<file path="config.mk">
export PLATFORM = sky130hd
export DESIGN_NAME = riscv_hazard_fw_unit
export DESIGN_NICKNAME = d
export VERILOG_FILES = /design/src/rtl/riscv_params_pkg.sv /design/src/rtl/riscv_tag_stage.sv /design/src/rtl/riscv_hazard_fw_unit.sv
export SDC_FILE = /design/constraint.sdc
export NUM_CORES = 1
export LEC_CHECK = 0
export ABC_CLOCK_PERIOD_IN_PS = 3400
export CORE_MARGIN = 1.5
export CORE_UTILIZATION = 31
export DETAILED_ROUTE_END_ITERATION = 10
export GPL_ROUTABILITY_DRIVEN = 1
export GPL_TIMING_DRIVEN = 0
export PLACE_DENSITY = 0.72
export SYNTH_ARGS = -nofsm -noshare
export SYNTH_HDL_FRONTEND = slang
export SYNTH_SLANG_ARGS = --single-unit
export TNS_END_PERCENT = 5
</file>
<file path="constraint.sdc">
create_clock -name clk -period 3.4 [get_ports clk]
set_clock_uncertainty 0.05 [all_clocks]
set_input_delay 0.51 -clock clk [delete_from_list [all_inputs] [get_ports clk]]
set_output_delay 0.51 -clock clk [all_outputs]
set_load 0.02 [all_outputs]
</file>
<file path="src/rtl/riscv_params_pkg.sv">
// Shared pipeline types for the 5-stage core.
// Operand tags, control bundles and forwarding flags.
package riscv_params_pkg;

    localparam int INSTR_WIDTH = 32;
    localparam int ADDR_WIDTH  = 4;
    localparam int OPC_WIDTH   = 5;

    typedef enum logic [OPC_WIDTH-1:0] {
        OP_ADD  = 5'd0,
        OP_SUB  = 5'd1,
        OP_MUL  = 5'd2,
        OP_DIV  = 5'd3,
        OP_MOD  = 5'd4,
        OP_CMP  = 5'd5,
        OP_AND  = 5'd6,
        OP_OR   = 5'd7,
        OP_NOT  = 5'd8,
        OP_MOV  = 5'd9,
        OP_LSL  = 5'd10,
        OP_LSR  = 5'd11,
        OP_ASR  = 5'd12,
        OP_NOP  = 5'd13,
        OP_LD   = 5'd14,
        OP_ST   = 5'd15,
        OP_BEQ  = 5'd16,
        OP_BGT  = 5'd17,
        OP_B    = 5'd18,
        OP_CALL = 5'd19,
        OP_RET  = 5'd20
    } opcode_e;

    typedef struct packed {
        opcode_e               opcode;
        logic                  I_bit;
        logic [ADDR_WIDTH-1:0] rs1;
        logic [ADDR_WIDTH-1:0] rs2;
        logic [ADDR_WIDTH-1:0] rd;
        logic                  valid;
    } address_reg;

    typedef struct packed {
        logic isSt;
        logic isLd;
        logic isBeq;
        logic isBgt;
        logic isRet;
        logic isImmediate;
        logic isWb;
        logic isUBranch;
        logic isCall;
    } control_signal;

    typedef struct packed {
        address_reg a;
        logic       isWb;
        logic       isLd;
        logic       isSt;
    } stage_tag;

    typedef struct packed {
        logic                   mem_exec_rs1_conflict;
        logic                   mem_exec_rs2_conflict;
        logic                   wb_exec_rs1_conflict;
        logic                   wb_exec_rs2_conflict;
        logic                   wb_mem_rs1_conflict;
        logic                   wb_mem_rs2_conflict;
        logic                   wb_dd_rs1_conflict;
        logic                   wb_dd_rs2_conflict;
        logic                   ld_use_conflict;
        logic [INSTR_WIDTH-1:0] mem_fw_result;
        logic [INSTR_WIDTH-1:0] wb_fw_result;
    } fw_sig;

    function automatic logic reads_rs1(address_reg a);
        return a.valid && !(a.opcode inside {
            OP_NOP, OP_MOV, OP_NOT, OP_B,
            OP_BEQ, OP_BGT, OP_CALL});
    endfunction

    function automatic logic reads_rs2(address_reg a);
        return a.valid && !a.I_bit && (a.opcode inside {
            OP_ADD, OP_SUB, OP_MUL, OP_DIV, OP_MOD,
            OP_CMP, OP_AND, OP_OR, OP_LSL, OP_LSR,
            OP_ASR});
    endfunction

    function automatic logic writes_rd(stage_tag t);
        return t.a.valid && t.isWb;
    endfunction

endpackage

</file>
<file path="src/rtl/riscv_tag_stage.sv">
// One slot of the EX/MA/RW operand-tag pipeline.
// A bubble loads an all-zero (invalid) tag.
module riscv_tag_stage
    import riscv_params_pkg::*;
(
    input  logic     clk,
    input  logic     rst_n,
    input  logic     bubble,
    input  stage_tag d,
    output stage_tag q
);

    always_ff @(posedge clk or negedge rst_n) begin
        if (!rst_n) begin
            q <= '0;
        end else if (bubble) begin
            q <= '0;
        end else begin
            q <= d;
        end
    end

endmodule

</file>
<file path="src/rtl/riscv_hazard_fw_unit.sv">
// Operand hazard detection and forwarding control.
// Tracks EX/MA/RW tags and drives stall/flush for IF/OF.
module riscv_hazard_fw_unit
    import riscv_params_pkg::*;
(
    input  logic                   clk,
    input  logic                   rst_n,
    input  address_reg             of_addr,
    input  control_signal          of_ctrl,
    input  logic                   ex_branch_taken,
    input  logic [INSTR_WIDTH-1:0] ma_result,
    input  logic [INSTR_WIDTH-1:0] rw_result,
    output fw_sig                  fw,
    output logic                   stall_if,
    output logic                   stall_of,
    output logic                   flush_of,
    output logic                   ex_bubble
);

    stage_tag of_t;
    stage_tag ex_t;
    stage_tag ma_t;
    stage_tag rw_t;

    logic ma_rs1_cov;
    logic ma_wr;
    logic rw_wr;
    logic mem1;
    logic mem2;
    logic wb1;
    logic wb2;
    logic wbm1;
    logic wbm2;
    logic dd1;
    logic dd2;
    logic ld_hit;
    logic unused_bits;

    assign of_t = '{
        a:    of_addr,
        isWb: of_ctrl.isWb,
        isLd: of_ctrl.isLd,
        isSt: of_ctrl.isSt
    };

    assign unused_bits = ^{of_ctrl, rw_t};

    riscv_tag_stage u_ex (
        .clk    (clk),
        .rst_n  (rst_n),
        .bubble (ex_bubble),
        .d      (of_t),
        .q      (ex_t)
    );

    riscv_tag_stage u_ma (
        .clk    (clk),
        .rst_n  (rst_n),
        .bubble (1'b0),
        .d      (ex_t),
        .q      (ma_t)
    );

    riscv_tag_stage u_rw (
        .clk    (clk),
        .rst_n  (rst_n),
        .bubble (1'b0),
        .d      (ma_t),
        .q      (rw_t)
    );

    // Base already forwarded from MA while in EX: the same
    // producer is now in RW and must not forward twice.
    always_ff @(posedge clk or negedge rst_n) begin
        if (!rst_n) begin
            ma_rs1_cov <= 1'b0;
        end else begin
            ma_rs1_cov <= mem1;
        end
    end

    always_comb begin
        ma_wr = writes_rd(ma_t) && !ma_t.isLd;
        rw_wr = writes_rd(rw_t);

        mem1 = ma_wr && reads_rs1(ex_t.a)
            && (ma_t.a.rd == ex_t.a.rs1);
        mem2 = ma_wr && reads_rs2(ex_t.a)
            && (ma_t.a.rd == ex_t.a.rs2);

        wb1 = rw_wr && reads_rs1(ex_t.a)
            && (rw_t.a.rd == ex_t.a.rs1) && !mem1;
        wb2 = rw_wr && reads_rs2(ex_t.a)
            && (rw_t.a.rd == ex_t.a.rs2) && !mem2;

        wbm2 = rw_wr && ma_t.a.valid && ma_t.isSt
            && (rw_t.a.rd == ma_t.a.rd);
        wbm1 = rw_wr && ma_t.a.valid
            && (ma_t.isLd || ma_t.isSt)
            && (rw_t.a.rd == ma_t.a.rs1) && !ma_rs1_cov;

        dd1 = rw_wr && reads_rs1(of_addr)
            && (rw_t.a.rd == of_addr.rs1);
        dd2 = rw_wr && reads_rs2(of_addr)
            && (rw_t.a.rd == of_addr.rs2);

        // Store data (rd) is excluded: wb_mem supplies it in MA.
        ld_hit = ex_t.a.valid && ex_t.isLd && (
            (reads_rs1(of_addr) && (ex_t.a.rd == of_addr.rs1))
            || (reads_rs2(of_addr) && (ex_t.a.rd == of_addr.rs2)));

        fw        = '0;
        stall_if  = 1'b0;
        stall_of  = 1'b0;
        flush_of  = 1'b0;
        ex_bubble = 1'b0;

        if (rst_n) begin
            fw.mem_exec_rs1_conflict = mem1;
            fw.mem_exec_rs2_conflict = mem2;
            fw.wb_exec_rs1_conflict  = wb1;
            fw.wb_exec_rs2_conflict  = wb2;
            fw.wb_mem_rs1_conflict   = wbm1;
            fw.wb_mem_rs2_conflict   = wbm2;
            fw.wb_dd_rs1_conflict    = dd1;
            fw.wb_dd_rs2_conflict    = dd2;
            fw.mem_fw_result         = ma_result;
            fw.wb_fw_result          = rw_result;
        end

        unique case (1'b1)
            (rst_n && ex_branch_taken): begin
                flush_of  = 1'b1;
                ex_bubble = 1'b1;
            end
            (rst_n && !ex_branch_taken && ld_hit): begin
                fw.ld_use_conflict = 1'b1;
                stall_if           = 1'b1;
                stall_of           = 1'b1;
                ex_bubble          = 1'b1;
            end
            default: ;
        endcase
    end

endmodule

</file>
==> out/results.env <==
POST_LAYOUT_UTILIZATION_OF_THE_CORE_PCT=56.4
LAYOUT_SETUP_WS_NS=0.158
POWER_LEAKAGE_uW=0.00173
YOSYSUNIQUECELLTYPES=35
CTS_BUFFERS=5
FIN_NETS=526
SYNTH_AREA_SQ_UM=2480
PRE_CTS_WS_NS=0.148
WORSTPATHMAXFANOUT=6
DRC=0
HTREEDEPTH=2
GLOBALROUTEOVERFLOWTOTAL=0
PLACE.DETAILED.HPWL_MICRONS=5930
AVGSYNTHCELLAREA_SQ_UM=9.62
CP_DATA_REQUIRED_TIME_NS=2.84
SEQUENCE_OF_CELLS_ON_THE_CRITICAL_PATH='clkdlybuf4s50_1 > or4b_1 > nand4_2 > o22ai_4 > and2_1 > buf_4 > clkdlybuf4s50_1'
OVERALL_DIE_WIDTH_MICRONS=92.5
WORSTSETUPENDPOINTTYPE='primary output'
STARTPOINT_TYPE='primary input'
DRV.MAX_CAP_VIOLATION_COUNT=0
PLACE.PORT_BUFFERS=165
YS_SEQ_AREA_SHARE_PCT=41.4
POST_CTS_HOLD_BUFFER_COUNT=0
WORST_EP_ARRIVAL_TIME_NS=2.68
POWER.IR.VDD_WORST_V=0.000155
CLOCKROOTBUFFER='sky130_fd_sc_hd__clkbuf_8'
SYNTH-EDFF-COUNT=0
TRITONCTS='yes'
SYN-NUM-NETS=353
RUN_STATUS='finished, final reports clean'
POSTSYNTH.TOPFLOPCELL='sky130_fd_sc_hd__dfrtp_1'
FIRST_GLOBAL_VIAS=2299
SYNTHESIS.YOSYS.WARNINGS=0
WORST_HOLD_CHECK_SLACK_NS=0.0947
DIEHEIGHT_MICRONS=92.5
TIMING_WORST_SLEW_PIN_VALUE_NS=0.723
WORST_HOLD_PATH_TYPE='in -> async'
PERIOD_SHARE_PCT=95.4
GRT.TOTAL_USAGE_PCT=16.3
FLOW.AREA_GROWTH_FROM_SYNTHESIS_PCT=75.7
GRT_ANTENNA_BEFORE_REPAIR=0
DETAIL_ROUTE.VIAS_PER_CELL=4.44
MAX_CLOCK_FREQ_GHz=0.308
CTSRESIZECOUNT=0
SYNTHTOPCELLSBYAREA='sky130_fd_sc_hd__dfrtp_1, sky130_fd_sc_hd__and2_1, sky130_fd_sc_hd__xnor2_1'
HOLD_VIOLATIONS=0
GRT_FIRST_PASS_WIRELENGTH_MICRONS=11200
TIMING.RR.START='u_ex.q[3]'
CTS_BUFFER_DEPTH=2
FIRSTDRTPASSITERS=4
SYNTH_ASYNC_SR_FLOP_SHARE_PCT=100
FINALSETUPVIOLCOUNT=0
POST_SYNTH_INST_COUNT=258
CLK_PIN_SLEW_WORST_PATHS_NS=0.08
GRT_SETUP_UNREPAIRED='false'
GLOBALPLACE.CONGESTION=0.804
STARTING_DENSITY_OF_THE_CORE_PCT=32.1
CP_SLOWEST_STAGE_DELAY_NS=0.54
VIA_COUNT=2371
DRIVE_GT1_SHARE_PCT=8.33
SYNTH_TOP_CELL_AREA_SHARE_PCT=41.4
POST_DRT_WL_PER_CELL_MICRONS=13.4
WORST_SLEW_MARGIN_REL_PCT=51.8
DETAILEDROUTE.FIRSTITERATIONVIOLATIONS=79
POST_CTS.REPAIR.SETUP_BUFFERS=0
POWER-PER-CELL-AREA_nW_PER_UM2=286
TOTAL_POWER_uW=1250
DRT-TOTAL-WL_MICRONS=7170
FLOORPLAN.DIE_AREA_SQ_UM=8550
NUM_ANTENNA_CELLS=0
SYNTH_TOP_AREA_CELL='sky130_fd_sc_hd__dfrtp_1'
WORST_SKEW_PAIR.LATE_LATENCY_NS=0.29
LAYOUT.FILLER_CELLS=676
GRT_START_MAX_NET_PINS=32
TOP_LEVEL_PORTS=172
ANTENNA_VIOLATING_NETS_POST_ROUTE=0
CRITICAL-PATH-SLOWEST-CELL='sky130_fd_sc_hd__or4b_1'
CORE-AREA_SQ_UM=7730
NUM_CLOCK_SINKS=41
FLOORPLAN.ROWS=32
MIN_PERIOD_NS=3.24
WORST_PATH_MOST_REPEATED_CELL='sky130_fd_sc_hd__clkdlybuf4s50_1'
WORST-R2R-CELL-COUNT=4
YS_SEQ_ELEMENTS=41
SETUP.WORST_PATH.START='of_addr[15]'
TIMING_WORST_SETUP_PATH_TYPE='in -> out'
REPORT.FINAL.SLEW_VIOL_COUNT=0
==> per-stage QoR <==
| stage | TNS (ns) | std cells | cell area (sq um) |
|---|---|---|---|
| floorplan | 0 | 258 | 2480 |
| global placement | -77.77 | 525 | 4260 |
| detailed placement | 0 | 526 | 4280 |
| CTS | 0 | 534 | 4360 |
| global route | 0 | 534 | 4360 |
| finish | 0 | 534 | 4360 |
==> cell usage in the layout, fill, tap and decap left out, types with 3 or more instances in the layout <==
master,instances
sky130_fd_sc_hd__xnor2_1,28
sky130_fd_sc_hd__dfrtp_1,41
sky130_fd_sc_hd__nor4_1,6
sky130_fd_sc_hd__a21oi_2,20
sky130_fd_sc_hd__and2_1,66
sky130_fd_sc_hd__clkdlybuf4s50_1,164
sky130_fd_sc_hd__clkbuf_8,5
sky130_fd_sc_hd__nand3_1,4
sky130_fd_sc_hd__xor2_1,12
sky130_fd_sc_hd__nor3b_1,3
sky130_fd_sc_hd__and3_1,3
sky130_fd_sc_hd__clkbuf_1,16
sky130_fd_sc_hd__nand4_1,4
sky130_fd_sc_hd__inv_1,5
sky130_fd_sc_hd__nand2_1,24
==> cell type report <==
cell class / instances / area [sq um] / share of cell area (%)
sequential: 41 / 1030 / 23.5
clock buffer: 7 / 76.3 / 1.75
timing repair buffer: 166 / 1670 / 38.2
tap: 102 / 128 / 2.93
multi-input combinational: 192 / 1340 / 30.7
inverter: 5 / 18.8 / 0.431
clock inverter: 1 / 7.51 / 0.172
buffer: 20 / 97.6 / 2.24
==> critical path: cells and delay by family <==
family	cells	cell delay, ns
compound gates	1	0.11
buf+inv	3	1.15
simple gates	3	0.91
==> cells in the mapped netlist (2+ instances only) <==
cell                       instances
sky130_fd_sc_hd__inv_1             5
sky130_fd_sc_hd__nor3_1            2
sky130_fd_sc_hd__buf_4             2
sky130_fd_sc_hd__nor3b_1           3
sky130_fd_sc_hd__nand2b_1          2
sky130_fd_sc_hd__a21oi_2          20
sky130_fd_sc_hd__nand4_1           4
sky130_fd_sc_hd__and4b_1           2
sky130_fd_sc_hd__dfrtp_1          41
sky130_fd_sc_hd__and3_1            3
sky130_fd_sc_hd__buf_1             2
sky130_fd_sc_hd__xor2_1           12
sky130_fd_sc_hd__and2_1           66
sky130_fd_sc_hd__nand2_1          24
sky130_fd_sc_hd__buf_6             2
sky130_fd_sc_hd__nor4_1            6
sky130_fd_sc_hd__clkbuf_1         14
sky130_fd_sc_hd__xnor2_1          28
sky130_fd_sc_hd__nand3_1           4
==> report_power, final <==
group	switching [uW]	total [uW]	internal, uW	leakage, uW
clock	151	296	145	0.0000385
sequential	22.8	540	518	0.000506
combinational	176	409	233	0.00118
total	350	1250	895	0.00173
==> registers in the layout (all words and copies together), names as in the netlist <==
signal      flops
u_ex.q         22
ma_rs1_cov      1
u_ma.q         12
u_rw.q          6
==> metal layers <==
layer  part of all wire [%]  up-vias  GRT usage [%]
met1                     41     1102           18.7
met4                   0.27        0           3.08
met5                      0        -              0
li1                       -     1181              -
met3                    6.9        2           3.69
met2                     52       86           30.9
==> kinds of logic after synthesis <==
| family | Yosys count | synth area share (%) |
|---|---|---|
| compound gates | 28 | 10.1 |
| buf+inv | 25 | 4.69 |
| simple gates | 124 | 29.8 |
| flops | 41 | 41.4 |
| xor+xnor | 40 | 14.1 |
==> final timing paths <==
check / to / slack (ns)
min: u_ex.q[5] / 0.09
max in group asynchronous: u_rw.q[5] / 2.72
min reg2reg: u_ma.q[2] / 0.31
min in group clk: u_ma.q[2] / 0.31
max: stall_of / 0.16
max reg2reg: u_ex.q[8] / 1.71
(Power assumes the default switching activity.)
